===== config.mk =====
export PLATFORM = sky130hd
export DESIGN_NAME = sync_fifo_param
export DESIGN_NICKNAME = d
export VERILOG_FILES = /design/src/rtl/sync_fifo_param.sv
export SDC_FILE = /design/constraint.sdc
export NUM_CORES = 1
export LEC_CHECK = 0
export CORE_MARGIN = 8
export CORE_UTILIZATION = 52
export CTS_BUF_LIST = sky130_fd_sc_hd__clkbuf_16
export DETAILED_ROUTE_END_ITERATION = 12
export GPL_TIMING_DRIVEN = 0
export PLACE_DENSITY_LB_ADDON = 0.12
export SETUP_SLACK_MARGIN = 0.02
export SYNTH_ARGS = -nofsm -noshare
export SYNTH_HDL_FRONTEND = slang
export SYNTH_SLANG_ARGS = --single-unit
export TNS_END_PERCENT = 10

===== constraint.sdc =====
create_clock -name clk -period 4 [get_ports clk]
set_clock_uncertainty 0.05 [all_clocks]
set_input_delay 0.8 -clock clk [delete_from_list [all_inputs] [get_ports clk]]
set_output_delay 0.8 -clock clk [all_outputs]
set_load 0.03 [all_outputs]

===== src/rtl/sync_fifo_param.sv =====
// Single-clock first-word-fall-through FIFO with rdy/vld handshakes on both
// sides, parametrised depth (need not be a power of 2), occupancy count,
// almost-full/almost-empty flags and a synchronous flush.
module sync_fifo_param #(
   parameter int unsigned width    = 32,
   parameter int unsigned depth    = 8,
   parameter int unsigned cntw     = 4,
   parameter int unsigned af_level = 6,
   parameter int unsigned ae_level = 1
) (
   input  logic              clk,
   input  logic              rst,
   input  logic              flush,
   input  logic              in1_vld,
   output logic              in1_rdy,
   input  logic [width-1:0]  in1_dat,
   output logic              out1_vld,
   input  logic              out1_rdy,
   output logic [width-1:0]  out1_dat,
   output logic [cntw-1:0]   count,
   output logic              almost_full,
   output logic              almost_empty
);

   localparam int unsigned PTRW = (depth > 1) ? $clog2(depth) : 1;
   localparam logic [PTRW-1:0] PTR_LAST = PTRW'(depth - 1);
   localparam logic [cntw-1:0] CNT_FULL = cntw'(depth);
   localparam logic [cntw-1:0] CNT_AF   = cntw'(af_level);
   localparam logic [cntw-1:0] CNT_AE   = cntw'(ae_level);

   logic [width-1:0] mem [depth];
   logic [PTRW-1:0]  wr_ptr;
   logic [PTRW-1:0]  rd_ptr;
   logic             push;
   logic             pop;
   logic             clr;

   // Handshake qualifiers; both sides derive only from the count register.
   assign clr          = rst | flush;
   assign in1_rdy      = (count != CNT_FULL);
   assign out1_vld     = (count != '0);
   assign push         = in1_vld & in1_rdy;
   assign pop          = out1_vld & out1_rdy;
   assign almost_full  = (count >= CNT_AF);
   assign almost_empty = (count <= CNT_AE);

   // Head entry read; masked to zero while empty so reset shows a clean bus.
   assign out1_dat = out1_vld ? mem[rd_ptr] : '0;

   // Storage array; intentionally not cleared by reset or flush.
   always_ff @(posedge clk) begin
      if (push && !clr) begin
         mem[wr_ptr] <= in1_dat;
      end
   end

   // Pointers and occupancy; reset and flush discard same-cycle transfers.
   always_ff @(posedge clk) begin
      if (clr) begin
         wr_ptr <= '0;
         rd_ptr <= '0;
         count  <= '0;
      end else begin
         if (push) begin
            wr_ptr <= (wr_ptr == PTR_LAST) ? '0 : wr_ptr + PTRW'(1);
         end
         if (pop) begin
            rd_ptr <= (rd_ptr == PTR_LAST) ? '0 : rd_ptr + PTRW'(1);
         end
         if (push && !pop) begin
            count <= count + cntw'(1);
         end else if (pop && !push) begin
            count <= count - cntw'(1);
         end
      end
   end

endmodule


==> results.toml <==
[critical_path]
reg2reg_from = "count[0]"
arrival_ns = 2.96
crit_required_ns = 3.15
worstSetupStartpointType = "register"
worstSetupEndpointType = "output port"
worst-setup-path-type = "register to output port"
critPathLaunch = "count[0]"
path_cells = "inv_1, ha_1, nor3b_4, nor2_2, clkbuf_4, a22o_1, clkdlybuf4s50_1"
crit_fanout = 10
max_stage_delay_ns = 0.69
cpMaxStageDelayCell = "clkdlybuf4s50_1"

[global_routing]
grt_usage_pct = 16.8
antenna_found_initial = 0
grt_overflow = 0
grt_max_degree = 20
grt_first_pass_wirelength_um = 30900
first_global_vias = 5436

[route]
firstDrtPassIters = 4
via_per_inst = 5.77
antenna_left = 0
routed_wl_um = 20100
vias = 4958
first_iter_violations = 346
drc = 0
wl_per_cell_um = 23.4

[cts]
post_cts_buffers = 0
clk_pin_slew_ns = 0.06
cts_sinks = 269
htree_levels = 1
root_buffer = "clkbuf_16"
holdBufCountCts = 0
tritoncts = "done"
clockBufferDepth = 3
clk_latency_ns = 0.51
numCtsBuffers = 27
cts_resized = 5

[sta]
finalSetupViolations = 0
whs_ns = 0.461
rsz0062_at_grt = "no"
fin_crit_ns = 3.81
fmax_ghz = 0.262
hold_viol = 0
finalCritPeriodShare_pct = 95.3
tns_ns = 0
worst_pin_slew_ns = 0.740
relSlewSlack_pct = 50.6
finalMaxSlewViolations = 0

[final_layout]
final_nets = 622
fill_cells = 1327
diodes = 0
regArea_um2 = 7950
fin_util_pct = 64.6
final_layout_size_suffix_gt1_share_pct = 23.2
area_growth_syn_to_layout_pct = 22.2
multi_input_area_um2 = 2250

[floorplanning]
dieArea_um2 = 24600
die_height_um = 157
num_rows = 51
die_w_um = 157
core_um2 = 19500
pin_count = 77
initial_core_util_pct = 52.9

[synthesis]
ys_types = 34
synth_top_cell_area_share_pct = 74.7
ys_ff_latch = 269
synth_top_area_cell = "edfxtp_1"
postSynthCellCount = 461
ys_warn_count = 0
synthesis.area_um2 = 10300
synth.avg_cell_area_um2 = 22.3
seq_area_frac_synth_pct = 77.2
syn_nets = 507
yosys-top-cells-area = "edfxtp_1 75%, mux4_2 14%, a22o_1 2.7%"

[place]
gp_congestion = 0.739
numPortBuffers = 76
dpl.hpwl_um = 12600

[job]
cap_viol_max_count = 0

[pwr]
powerDensity_nw_per_um2 = 494
ir_drop_mv = 0.351
p_leak_uw = 0.00405

[status]
outcome = "complete, no violations"

[min_path]
min_path_type = "register to register"
hold_start = "rd_ptr[1]"
[metrics by stage]
step                      setup WS (ns)  total power, uW  area (um^2)  cells
final                             0.187             6210        12600    860
after global routing             0.0233             6410        12600    860
after CTS                        0.0102             6270        12600    860
after detailed placement          0.173             3900        11700    812
after global placement            -1.20             3880        11400    802
after floorplan                   0.415             3590        10300    461
[cells by family (layout without fill, tap and decap cells)]
logic type	count (synthesis)	after routing	synth area share, %
AO/OA/AOI/OAI	50	50	3.66
XOR/XNOR	2	2	0.170
adder cells (fa/ha/maj)	9	9	1.09
buffers and inverters	29	163	1.62
flip-flops	269	269	77.2
multiplexers	66	66	14.2
AND/OR/NAND/NOR	36	36	2.05
[cell type report]
type	count	share of cell area, %
timing repair buffer	86	8.20
inverter	6	0.179
sequential	269	63.2
multi-input combinational	163	17.9
tap	265	2.64
clock buffer	27	5.37
buffer	23	1.23
clock inverter	21	1.30
[per-layer routing]
layer / up-vias / global-route usage [%] / share of wire [%]
met4: 0 / 4.49 / 1.6
met3: 29 / 3.28 / 6.4
met1: 2587 / 21.3 / 41
met2: 153 / 29.2 / 51
met5: - / 0 / 0
li1: 2189 / - / -
[synthesized netlist by cell type]
cell        n
a2111o_1    1
a21oi_1     8
a22o_1     32
and2_4      1
and3b_1     1
buf_1       1
buf_2       4
buf_4       4
buf_6       5
clkbuf_1    9
dfxtp_1    13
edfxtp_1  256
ha_1        9
inv_1       4
inv_2       2
mux2i_1     2
mux4_2     64
nand2_1     3
nand2b_1    3
nand3_1     2
nand4_1     2
nand4b_1    2
nor2_1     12
nor3_1      2
nor3_2      1
nor3b_2     1
o21ai_0     8
o21ai_1     1
or2_2       1
or3_1       1
or4_1       3
or4_4       1
xnor2_1     1
xor2_1      1
[state kept, by name (all words and copies together), names as in the netlist, named ones only]
signal,cells
rd_ptr,3
count,4
mem,256
wr_ptr,3
[cell usage in the layout (no fill, tap or decap), types with 3 or more instances in the layout]
cell type / netlist / routed
a21oi_1: 8 / 8
a22o_1: 32 / 32
buf_16: 0 / 8
buf_2: 4 / 4
buf_4: 4 / 4
buf_6: 5 / 5
bufinv_16: 0 / 3
clkbuf_1: 9 / 6
clkbuf_16: 0 / 27
clkbuf_4: 0 / 3
clkdlybuf4s50_1: 0 / 72
clkinv_1: 0 / 8
dfxtp_1: 13 / 13
dlymetal6s2s_1: 0 / 4
edfxtp_1: 256 / 256
ha_1: 9 / 9
inv_1: 4 / 11
mux4_2: 64 / 64
nand2_1: 3 / 3
nand2b_1: 3 / 3
nor2_1: 12 / 5
nor2_4: 0 / 6
o21ai_0: 8 / 8
or4_1: 3 / 3
[worst paths after layout]
path / to / depth (start not counted) / slack (ns)
worst max-delay path: out1_dat[27] / 7 / 0.19
worst min-delay path: register / 2 / 0.46
worst min register to register: register / 2 / 0.46
worst max register to register: mem[5][3] / 8 / 1.07
[power breakdown]
group	switching, uW	total [uW]	internal [uW]
sequential	15.1	3120	3100
combinational	402	719	317
clock	969	2380	1410
[worst max-delay path: cells and delay by family (launching register included)]
family / cells / cell delay [ns]
fa+ha+maj: 1 / 0.26
flops: 1 / 0.46
buf+inv: 3 / 1.11
simple gates: 2 / 0.44
compound gates: 1 / 0.18
Note: power is estimated with default switching activity, not from simulation.
